--- src/rtl/score_table_if.sv ---
// Purpose: game-side inputs and display-side outputs of the score table.
// Ports: GAME_STATE/SEC/MSEC10/SHOW flow into the table; DISP_*, ENTRIES and
//        NEW_RECORD flow out. master = game/display side, slave = score_table.
interface score_table_if;
   logic [1:0] GAME_STATE;
   logic [4:0] SEC;
   logic [6:0] MSEC10;
   logic       SHOW;
   logic [4:0] DISP_SEC;
   logic [6:0] DISP_MSEC10;
   logic [1:0] DISP_RANK;
   logic       DISP_VALID;
   logic [2:0] ENTRIES;
   logic       NEW_RECORD;

   modport master (
      output GAME_STATE, SEC, MSEC10, SHOW,
      input  DISP_SEC, DISP_MSEC10, DISP_RANK, DISP_VALID, ENTRIES, NEW_RECORD
   );

   modport slave (
      input  GAME_STATE, SEC, MSEC10, SHOW,
      output DISP_SEC, DISP_MSEC10, DISP_RANK, DISP_VALID, ENTRIES, NEW_RECORD
   );
endinterface

--- src/rtl/score_table.sv ---
// Purpose: captures the run time of each finished game into a top-DEPTH table
//          sorted longest-first; SHOW steps the display through the ranks.
// Latency: a score is visible 2 edges after GAME_STATE==3 is first sampled.
// Flow:    no backpressure; one capture per game, SHOW honoured every cycle.
// Ports:   CLK, RESET (sync, active-low, system clear), bus (score_table_if.slave).
// Option:  SCORE_BLINK_EN makes NEW_RECORD blink every BLINK_DIV cycles
//          (starting high); otherwise NEW_RECORD is a steady level.
module score_table #(
   parameter int DEPTH     = 3,
   parameter int CNT_1SEC  = 100,
   parameter int BLINK_DIV = 25000000
) (
   input  logic         CLK,
   input  logic         RESET,
   score_table_if.slave bus
);

   typedef enum logic [1:0] {ARMED, RUNNING, INSERT, HOLD} state_t;

   state_t     state, state_nxt;
   logic       cap_en, rec_clr;
   logic [4:0] cap_sec;
   logic [6:0] cap_msec10;

   logic [4:0] tab_sec    [DEPTH];
   logic [6:0] tab_msec10 [DEPTH];
   logic       tab_vld    [DEPTH];
   logic [2:0] entries;
   logic [1:0] idx;
   logic       rec_lvl;

   logic       ins_ok;
   logic [2:0] ins_pos;
   logic [11:0] new_tot;

   function automatic logic [11:0] to_total(input logic [4:0] s, input logic [6:0] m);
      return 12'(s) * 12'(CNT_1SEC) + 12'(m);
   endfunction

   // ---------------- game-tracking FSM ----------------
   always_ff @(posedge CLK) begin
      if (!RESET) state <= ARMED;
      else        state <= state_nxt;
   end

   always_comb begin
      state_nxt = state;
      cap_en    = 1'b0;
      rec_clr   = 1'b0;
      case (state)
         ARMED: if (bus.GAME_STATE == 2'd1) begin
            state_nxt = RUNNING;
            rec_clr   = 1'b1;
         end
         RUNNING: if (bus.GAME_STATE == 2'd3) begin
            state_nxt = INSERT;
            cap_en    = 1'b1;
         end else if (bus.GAME_STATE == 2'd0) begin
            state_nxt = ARMED;
         end
         INSERT:  state_nxt = HOLD;
         HOLD:    if (bus.GAME_STATE == 2'd0) state_nxt = ARMED;
         default: state_nxt = ARMED;
      endcase
   end

   always_ff @(posedge CLK) begin
      if (!RESET) begin
         cap_sec    <= '0;
         cap_msec10 <= '0;
      end else if (cap_en) begin
         cap_sec    <= bus.SEC;
         cap_msec10 <= bus.MSEC10;
      end
   end

   // ---------------- insertion point ----------------
   // Valid entries are contiguous from slot 0, so the first slot that is empty
   // or strictly smaller is the insertion point. Strict '<' keeps equal older
   // entries above the new one. Scanning downward leaves the lowest hit.
   assign new_tot = to_total(cap_sec, cap_msec10);

   always_comb begin
      ins_ok  = 1'b0;
      ins_pos = '0;
      for (int i = DEPTH - 1; i >= 0; i--) begin
         if (!tab_vld[i] || (to_total(tab_sec[i], tab_msec10[i]) < new_tot)) begin
            ins_ok  = 1'b1;
            ins_pos = 3'(i);
         end
      end
   end

   always_ff @(posedge CLK) begin
      if (!RESET) begin
         for (int i = 0; i < DEPTH; i++) begin
            tab_sec[i]    <= '0;
            tab_msec10[i] <= '0;
            tab_vld[i]    <= 1'b0;
         end
         entries <= '0;
      end else if (state == INSERT && ins_ok) begin
         // Shift below the insertion point; the old last slot falls off.
         for (int i = 1; i < DEPTH; i++) begin
            if (3'(i) > ins_pos) begin
               tab_sec[i]    <= tab_sec[i-1];
               tab_msec10[i] <= tab_msec10[i-1];
               tab_vld[i]    <= tab_vld[i-1];
            end
         end
         for (int i = 0; i < DEPTH; i++) begin
            if (3'(i) == ins_pos) begin
               tab_sec[i]    <= cap_sec;
               tab_msec10[i] <= cap_msec10;
               tab_vld[i]    <= 1'b1;
            end
         end
         if (entries < 3'(DEPTH)) entries <= entries + 3'd1;
      end
   end

   always_ff @(posedge CLK) begin
      if (!RESET)               rec_lvl <= 1'b0;
      else if (rec_clr)         rec_lvl <= 1'b0;
      else if (state == INSERT) rec_lvl <= ins_ok && (ins_pos == 3'd0);
   end

   // ---------------- display ----------------
   always_ff @(posedge CLK) begin
      if (!RESET)             idx <= '0;
      else if (!bus.SHOW)     idx <= (idx == 2'(DEPTH - 1)) ? 2'd0 : idx + 2'd1;
   end

   always_comb begin
      bus.DISP_SEC    = '0;
      bus.DISP_MSEC10 = '0;
      bus.DISP_VALID  = 1'b0;
      for (int i = 0; i < DEPTH; i++) begin
         if (idx == 2'(i) && tab_vld[i]) begin
            bus.DISP_SEC    = tab_sec[i];
            bus.DISP_MSEC10 = tab_msec10[i];
            bus.DISP_VALID  = 1'b1;
         end
      end
   end

   assign bus.DISP_RANK = idx;
   assign bus.ENTRIES   = entries;

`ifdef SCORE_BLINK_EN
   localparam int BW = $clog2(BLINK_DIV + 1);
   logic [BW-1:0] blink_cnt;
   logic          blink_q;

   // Held at count 0 / high while no record, so each record starts lit.
   always_ff @(posedge CLK) begin
      if (!RESET || !rec_lvl) begin
         blink_cnt <= '0;
         blink_q   <= 1'b1;
      end else if (blink_cnt == BW'(BLINK_DIV - 1)) begin
         blink_cnt <= '0;
         blink_q   <= ~blink_q;
      end else begin
         blink_cnt <= blink_cnt + 1'b1;
      end
   end

   assign bus.NEW_RECORD = rec_lvl & blink_q;
`else
   assign bus.NEW_RECORD = rec_lvl;
`endif

endmodule

--- src/flat_wrapper.sv ---
// flat-port wrapper written by rule: the top's interface ports become plain ports
module score_table_flat 
#(
   parameter int DEPTH     = 3,
   parameter int CNT_1SEC  = 100,
   parameter int BLINK_DIV = 25000000
)
  (CLK, RESET, bus_GAME_STATE, bus_SEC, bus_MSEC10, bus_SHOW, bus_DISP_SEC, bus_DISP_MSEC10, bus_DISP_RANK, bus_DISP_VALID, bus_ENTRIES, bus_NEW_RECORD);
  score_table_if bus_i ();
  input  logic CLK;
  input  logic RESET;
  input wire logic [$bits(bus_i.GAME_STATE)-1:0] bus_GAME_STATE;
  input wire logic [$bits(bus_i.SEC)-1:0] bus_SEC;
  input wire logic [$bits(bus_i.MSEC10)-1:0] bus_MSEC10;
  input wire logic [$bits(bus_i.SHOW)-1:0] bus_SHOW;
  output wire logic [$bits(bus_i.DISP_SEC)-1:0] bus_DISP_SEC;
  output wire logic [$bits(bus_i.DISP_MSEC10)-1:0] bus_DISP_MSEC10;
  output wire logic [$bits(bus_i.DISP_RANK)-1:0] bus_DISP_RANK;
  output wire logic [$bits(bus_i.DISP_VALID)-1:0] bus_DISP_VALID;
  output wire logic [$bits(bus_i.ENTRIES)-1:0] bus_ENTRIES;
  output wire logic [$bits(bus_i.NEW_RECORD)-1:0] bus_NEW_RECORD;
  assign bus_i.GAME_STATE = bus_GAME_STATE;
  assign bus_i.SEC = bus_SEC;
  assign bus_i.MSEC10 = bus_MSEC10;
  assign bus_i.SHOW = bus_SHOW;
  assign bus_DISP_SEC = bus_i.DISP_SEC;
  assign bus_DISP_MSEC10 = bus_i.DISP_MSEC10;
  assign bus_DISP_RANK = bus_i.DISP_RANK;
  assign bus_DISP_VALID = bus_i.DISP_VALID;
  assign bus_ENTRIES = bus_i.ENTRIES;
  assign bus_NEW_RECORD = bus_i.NEW_RECORD;
  score_table #(.DEPTH(DEPTH), .CNT_1SEC(CNT_1SEC), .BLINK_DIV(BLINK_DIV)) u_core (.CLK(CLK), .RESET(RESET), .bus(bus_i));
endmodule
--- config.mk ---
export PLATFORM = sky130hd
export DESIGN_NAME = score_table_flat
export DESIGN_NICKNAME = d
export VERILOG_FILES = /design/src/rtl/score_table_if.sv /design/src/rtl/score_table.sv /design/src/flat_wrapper.sv
export SDC_FILE = /design/constraint.sdc
export NUM_CORES = 1
export LEC_CHECK = 0
export ABC_AREA = 1
export CAP_MARGIN = 20
export CORE_AREA = 2 2 134 136
export DETAILED_ROUTE_END_ITERATION = 16
export DIE_AREA = 0 0 136 138
export HOLD_SLACK_MARGIN = 0.05
export MAX_ROUTING_LAYER = met4
export PLACE_DENSITY = 0.56
export SYNTH_ARGS = -nofsm -noshare
export SYNTH_HDL_FRONTEND = slang
export SYNTH_SLANG_ARGS = --single-unit
export TNS_END_PERCENT = 5
--- constraint.sdc ---
create_clock -name CLK -period 13.3 [get_ports CLK]
set_clock_uncertainty 0.15 [all_clocks]
set_input_delay 1.33 -clock CLK [delete_from_list [all_inputs] [get_ports CLK]]
set_output_delay 1.33 -clock CLK [all_outputs]
set_load 0.02 [all_outputs]
== Yosys cells after proc, flatten, opt, wreduce, memory -nomap -nowiden ==
Memories as Yosys holds them, arrays and structs flattened.
Cells that the tools add are included.

* Flip-flop bits (word level): 20
* RAM bits: 39
* Input port bits: 17
* Output and inout bits: 19
* Word-level logic and storage cells: 128
* Memories: 3

* Add/sub/neg operators: 6
* Multiply operators: 4
* Magnitude comparators: 6
* Equal/unequal tests: 10
* Muxes and demuxes: 60
* Bitwise logic cells: 16
* Reductions and logical operators: 17

{| class="wikitable"
|+ Memory list
! memory !! words !! width !! rd ports !! clocked after Yosys merged registers in !! wr ports !! line !! source
|-
| u_core.tab_msec10 || 3 || 7 || 3 || 0 || 3 || score_table.sv:26 || <nowiki>logic [6:0] tab_msec10 [DEPTH];</nowiki>
|-
| u_core.tab_sec || 3 || 5 || 3 || 0 || 3 || score_table.sv:25 || <nowiki>logic [4:0] tab_sec [DEPTH];</nowiki>
|-
| u_core.tab_vld || 3 || 1 || 3 || 0 || 3 || score_table.sv:27 || <nowiki>logic tab_vld [DEPTH];</nowiki>
|}

{| class="wikitable"
|+ Operators with widths
! operator !! number
|-
| $mux W7 || 8
|-
| $add A12 B7 Y12 || 4
|-
| $mul A5 B5 Y10 const B || 4
|-
| $mux W5 || 8
|-
| $lt A12 B12 Y1 || 3
|-
| $mux W1 || 36
|-
| $or A1 B1 Y1 || 15
|-
| $mux W2 || 7
|-
| $eq A2 B2 Y1 const B || 4
|-
| $pmux W2 S4 || 1
|-
| $eq A2 B1 Y1 const B || 3
|-
| $logic_not A2 Y1 || 3
|-
| $logic_and A1 B1 Y1 || 5
|-
| $add A3 B1 Y3 const B || 1
|-
| $logic_not A1 Y1 || 3
|-
| $logic_not A3 Y1 || 1
|-
| $logic_or A1 B1 Y1 || 3
|-
| $lt A3 B2 Y1 const B || 1
|-
| $add A2 B1 Y2 const B || 1
|-
| $eq A1 B2 Y1 const A || 1
|-
| $eq A2 B2 Y1 const A || 1
|-
| $gt A1 B2 Y1 const A || 1
|-
| $gt A2 B2 Y1 const A || 1
|-
| $ne A2 B1 Y1 const B || 1
|-
| other kinds (3) || 3
|}

== Depth between registers and ports, before layout ==
Gate-level depths: netlist (run 1).
An unclocked memory read counts as a cell.

* Depth after elaboration: 15
* Gate-level depth with buffers: 28
* Mapped depth without buffers: 27

== Least setup slack after synthesis (run 1) ==
OpenSTA, ideal clock, no wires.

* Kind: register to register
* Start: memory u_core.tab_sec[0][1]
* End: memory u_core.tab_msec10[0][0], enable pin
* Setup time: 0.401 ns
* Arrival time: 4.301 ns
* Data required time: 12.749 ns
* Setup slack: 8.448 ns
* Cell stages (with the launch flop): 22
* Path buffers: 0
* Clock period less this slack: 4.852 ns
* Cells stage by stage: edfxtp_1 > ha_1 > ha_1 > ha_1 > inv_1 > fa_1 > or2_2 > o21ai_0 > xnor2_1 > nor2_1 > nand2_1 > xor2_1 > ha_1 > nand2_1 > inv_1 > nand2_1 > nand2_1 > a21oi_1 > nand2_1 > nand2_2 > inv_2 > o21ai_0

{| class="wikitable"
|+ RTL lines
! item !! line
|-
| from (decl) || score_table.sv:25
|-
| to (decl) || score_table.sv:26
|}

==> results of run 1 <==
flip-flops by register name, indices dropped and copies added (netlist names):
signal / count
u_core.tab_msec10: 21
u_core.tab_sec: 15
u_core.cap_msec10: 7
u_core.cap_sec: 5
u_core.bus.ENTRIES: 3
u_core.tab_vld: 3
u_core.bus.DISP_RANK: 2
u_core.state: 2
u_core.bus.NEW_RECORD: 1
where the power goes:
group	switching (mW)	total (mW)	internal, mW
clock network	0.0824	0.247	0.164
logic	0.108	0.181	0.0727
registers	0.0107	0.214	0.203
total	0.201	0.641	0.440
metrics by stage:
step	hold WS (ns)	area (um2)
after CTS	0.363	6870
after detailed placement	0.344	6550
final	0.367	6870
after global placement	0.346	6550
after floorplan	0.325	6000
after global routing	0.394	6870
tightest hold or removal path: cells and delay by family, from the launching register on:
family | cells | cell delay, ns
flops | 1 | 0.34
simple gates | 1 | 0.07
compound gates | 1 | 0.05
cell type report:
cell class	instances	area (um2)
Timing Repair Buffer	37	365
Clock inverter	6	90.1
Fill cell	1840	10700
Multi-Input combinational cell	548	3820
Clock buffer	10	229
Tap cell	229	287
Inverter	132	505
Sequential cell	59	1570
cell usage after synthesis, types with 4 or more instances:
cell type  instances  area (um2)
a21oi_1           55         275
clkbuf_1           7        26.3
dfxtp_1           20         400
edfxtp_1          39        1170
fa_1               8         160
ha_1             120        1500
inv_1            117         439
inv_2             13        48.8
nand2_1          160         601
nand2_2           12        75.1
nand3_1           31         155
nand4_1            5        31.3
nor2_1            36         135
nor2_4             4        45.0
nor3_1             4        20.0
o211ai_1          12        90.1
o21ai_0           42         210
or2_2              5        31.3
xnor2_1           10        87.6
xor2_1            31         272
layer usage:
layer,share of wire,global-route usage,vias up
li1,-,-,2541
met1,0.48,0.226,2119
met2,0.46,0.266,85
met3,0.037,0.0187,21
met4,0.020,0.0499,0
met5,0,-,-
path summary, 6_finish.rpt:
kind                                        from                        endpoint  slack (ns)  cells after the start
hold / removal      u_core.state[1]$_SDFFE_PN0P_    u_core.state[1]$_SDFFE_PN0P_        0.37                      2
setup / recovery  u_core.tab_sec[0][1]$_DFFE_PP_  u_core.tab_sec[2][2]$_DFFE_PP_        8.03                     23
hold reg to reg     u_core.state[1]$_SDFFE_PN0P_    u_core.state[1]$_SDFFE_PN0P_        0.37                      2
setup reg to reg  u_core.tab_sec[0][1]$_DFFE_PP_  u_core.tab_sec[2][2]$_DFFE_PP_        8.03                     23
kinds of logic after synthesis:
group	Yosys count	share of synthesized area
buf+inv	146	0.100
flops	59	0.262
simple gates	267	0.201
compound gates	112	0.100
xor+xnor	41	0.0599
fa+ha+maj	128	0.277
==> impl_metrics.tcl, run 1 <==
set metrics [dict create \
    yosysUniqueCellTypes 36 \
    overflow 0 \
    syn-cell-area_um2 6000 \
    critPathKind "reg2reg" \
    synth_nets 898 \
    nets 932 \
    wl_um 14600 \
    place_congestion 0.866 \
    total_power_mw 0.641 \
    setup_tns_ns 0 \
    io_buffer_count 35 \
    ios 36 \
    drive_gt1_frac 0.0745 \
    critPathBufInv 3 \
    core_um2 17500 \
    grt_pass1_vias 4649 \
    drt_iter0_drc 215 \
    tritoncts "built" \
    fp.dieH_um 138 \
    path_delay_family "simple AND/OR/NAND/NOR gates" \
    cts_made_buffers 9 \
    hold_viol 0 \
    outcome "finished, final reports clean" \
    worst_slack_ns 8.03 \
    cts_sinks 59 \
    rsz0062_at_grt "no" \
    seq_area_frac_synth 0.262 \
    mostFrequentLayoutCell "nand2_1" \
    dieWidth_um 136 \
    cts_root_buf "clkbuf_16" \
    end_kind "flop" \
    post_drt_wl_per_cell_um 14.3 \
    cts_buffer_depth 2 \
    area_growth_pct 14.6 \
    postCtsSetupBuffers 0 \
    ant_nets 0 \
    routed_via_density 4.67 \
    slew_violations 0 \
    drcViolationCount 0 \
    max-slew-margin-rel 0.365 \
    fin_cells 1021 \
    slowest_stage "edfxtp_1" \
    post-place-ws_ns 8.00 \
    antenna_found_initial 0 \
    crit_required_ns 13.11 \
    setup-violations-final 0 \
    clk_latency_ns 0.33 \
    first_pass_iters 4 \
    leakagePower_nw 3.38 \
    cpMostUsedCell "nand2_1" \
    initial_utilization 0.342 \
    start_kind "flop" \
    min-delay-path-class "reg2reg" \
    clock.fmax_mhz 190 \
    worst_slew_pin_slew_ns 0.950 \
    cts-htree-levels 3 \
    finalCriticalPeriod_ns 5.27 \
    num_vias 4766 \
    ys_ff_latch 59 \
    synth_edf_count 39 \
    maxCapViolCount 0 \
    cts_resized 0 \
    period_share 0.396 \
    async_flop_share 0 \
    hold_buffers 0 \
    diodes 0 \
    syn_area_per_cell_um2 7.96 \
    ys_warn_count 0 \
    grt_use_total 0.168 \
    path_cells "ha_1 > ha_1 > ha_1 > inv_1 > fa_1 > or2_2 > o21ai_0 > xnor2_1 > nor2_1 > nand2_1 > xor2_1 > ha_1 > nand2_1 > inv_1 > nand2_1 > nand2_1 > a21oi_1 > nand2_1 > nand2_2 > nor2_8 > nor2_4 > inv_2 > nand3_1" \
    utilization 0.392 \
    synthFlopType "edfxtp_1" \
    syn_inst 753 \
    dieArea_um2 18800 \
    dp_cells 1005 \
    num_rows 49 \
    irDropWorstVdd_mv 0.0923 \
    final_cell_mix "160 x nand2_1, 120 x ha_1, 117 x inv_1" \
    grt_first_pass_wirelength_um 23800 \
    cpPeakStageDelay_ns 0.52 \
    cts.clk_slew.worst_paths_ns 0.05 \
    power_density_nw_per_um2 93.3 \
    cp_max_fo 17 \
    dp_hpwl_um 12100 \
    worst_ep_arrival_time_ns 5.08 \
    grt_max_degree 26 \
]
Note: power is estimated with default switching activity, not from simulation.
==> run 2, diff against run 1 <==
- clock period: 13.3 -> 5.1 ns (I/O delays scaled with it)
==> impl_metrics.tcl, run 2 (synthesized netlist as in run 1, its figures left out) <==
set metrics [dict create \
    slew_violations 0 \
    diodes 0 \
    drive_gt1_frac 0.0986 \
    cts_made_buffers 9 \
    cts-htree-levels 3 \
    finalCriticalPeriod_ns 4.80 \
    rr_worst_depth 23 \
    routed_via_density 4.66 \
    num_rows 49 \
    ant_nets 0 \
    worst_slew_pin_slew_ns 1.02 \
    crit_required_ns 4.98 \
    cts_sinks 59 \
    utilization 0.402 \
    dp_cells 1021 \
    setup_tns_ns 0 \
    dieWidth_um 136 \
    leakagePower_nw 3.49 \
    top_register "u_core.tab_msec10" \
    nets 951 \
    wl_met3_um 426 \
    mostFrequentLayoutCell "nand2_1" \
    top_layer "met4" \
    top_regs "u_core.tab_msec10 x21, u_core.tab_sec x15, u_core.cap_msec10 x7" \
    cts_buffer_depth 2 \
    outcome "finished, final reports clean" \
    dp_hpwl_um 12100 \
    irDropWorstVdd_mv 0.269 \
    fp.dieH_um 138 \
    min-delay-path-class "reg2reg" \
    period_share 0.942 \
    critPathKind "reg2reg" \
    hold_path_depth 2 \
    grt_first_pass_wirelength_um 24700 \
    clock.fmax_mhz 208 \
    drcViolationCount 0 \
    max-slew-margin-rel 0.319 \
    hold_buffers 0 \
    hold_viol 0 \
    io_buffer_count 35 \
    overflow 0 \
    area_growth_pct 17.6 \
    clk_latency_ns 0.33 \
    multiInputGateArea_um2 3840 \
    wl_met2_um 6840 \
    post-place-ws_ns 0.293 \
    wl_um 14900 \
    power_density_nw_per_um2 229 \
    initial_utilization 0.342 \
    cts_root_buf "clkbuf_16" \
    ios 36 \
    worst_slack_ns 0.297 \
    worst_ep_arrival_time_ns 4.68 \
    dieArea_um2 18800 \
    fillCellCount 1845 \
    post_drt_wl_per_cell_um 14.3 \
    routedLengthMet1_um 7230 \
    cp_max_fo 13 \
    rsz0062_at_grt "no" \
    core_um2 17500 \
    start_kind "flop" \
    largest_register_ffs 21 \
    drt_iter0_drc 239 \
    end_kind "flop" \
    fin_cells 1040 \
    first_pass_iters 5 \
    cts.clk_slew.worst_paths_ns 0.06 \
    place_congestion 0.854 \
    setup-violations-final 0 \
    grt_use_total 0.173 \
    grt_pass1_vias 4837 \
    num_vias 4847 \
    maxCapViolCount 0 \
    regArea_um2 1570 \
    final_cell_mix "160 x nand2_1, 120 x ha_1, 117 x inv_1" \
    grt_max_degree 26 \
    tritoncts "built" \
    total_power_mw 1.62 \
    antenna_found_initial 0 \
]
[run 2: layer usage]
layer	vias to the layer above	track usage
met4	0	0.0581
met3	20	0.0183
met1	2162	0.228
li1	2568	-
met5	-	-
met2	97	0.276
[run 2: layout make-up]
| type | count | area share |
|---|---|---|
| clock buffer | 14 | 0.0389 |
| clock inverter | 2 | 0.00142 |
| inverter | 132 | 0.0717 |
| multi-input combinational | 548 | 0.545 |
| sequential | 59 | 0.223 |
| tap | 229 | 0.0407 |
| timing repair buffer | 56 | 0.0792 |
[run 2: worst max-delay path: stages, from the launching register on]
cell      delay (ns)
edfxtp_1        0.50
ha_1            0.34
ha_1            0.28
ha_1            0.16
inv_1           0.05
fa_1            0.37
or2_2           0.32
o21ai_0         0.20
xor2_1          0.25
nand3_1         0.13
xor2_1          0.16
ha_1            0.29
nand2_1         0.10
inv_1           0.04
nand2_1         0.06
nand3_1         0.10
nor2_1          0.16
nand2_2         0.10
nand2_4         0.10
nor2_8          0.06
nor2_4          0.16
inv_2           0.12
nand2_1         0.13
buf_12          0.18
[run 2: path summary, 6_finish.rpt]
path | slack (ns) | end | start
worst max-delay path | 0.30 | u_core.tab_msec10[1][6]$_SDFFCE_PN0P_ | u_core.tab_sec[1][0]$_SDFFCE_PN0P_
worst min-delay path | 0.37 | u_core.bus.ENTRIES[2]$_SDFFE_PN0P_ | u_core.bus.ENTRIES[2]$_SDFFE_PN0P_
worst max register to register | 0.30 | u_core.tab_msec10[1][6]$_SDFFCE_PN0P_ | u_core.tab_sec[1][0]$_SDFFCE_PN0P_
worst min register to register | 0.37 | u_core.bus.ENTRIES[2]$_SDFFE_PN0P_ | u_core.bus.ENTRIES[2]$_SDFFE_PN0P_
[run 2: timing repair]
| action | 4_1_cts | 5_1_grt |
|---|---|---|
| endpoints found under the setup margin | 0 | 45 |
| resized for setup | 0 | 3 |
| hold endpoints to repair | 0 | 0 |
| buffers inserted | 0 | 3 |
[run 2: report_power, final]
| part | switching [mW] | internal, mW |
|---|---|---|
| logic | 0.292 | 0.199 |
| clock network | 0.204 | 0.367 |
| registers | 0.0233 | 0.531 |
| total | 0.519 | 1.10 |
[run 2: per-stage QoR]
step | area [um2] | hold slack (ns)
2_1_floorplan | 6000 | 0.325
3_3_place_gp | 6720 | 0.346
3_5_place_dp | 6720 | 0.345
4_1_cts | 7010 | 0.365
5_1_grt | 7050 | 0.402
6_report | 7050 | 0.367
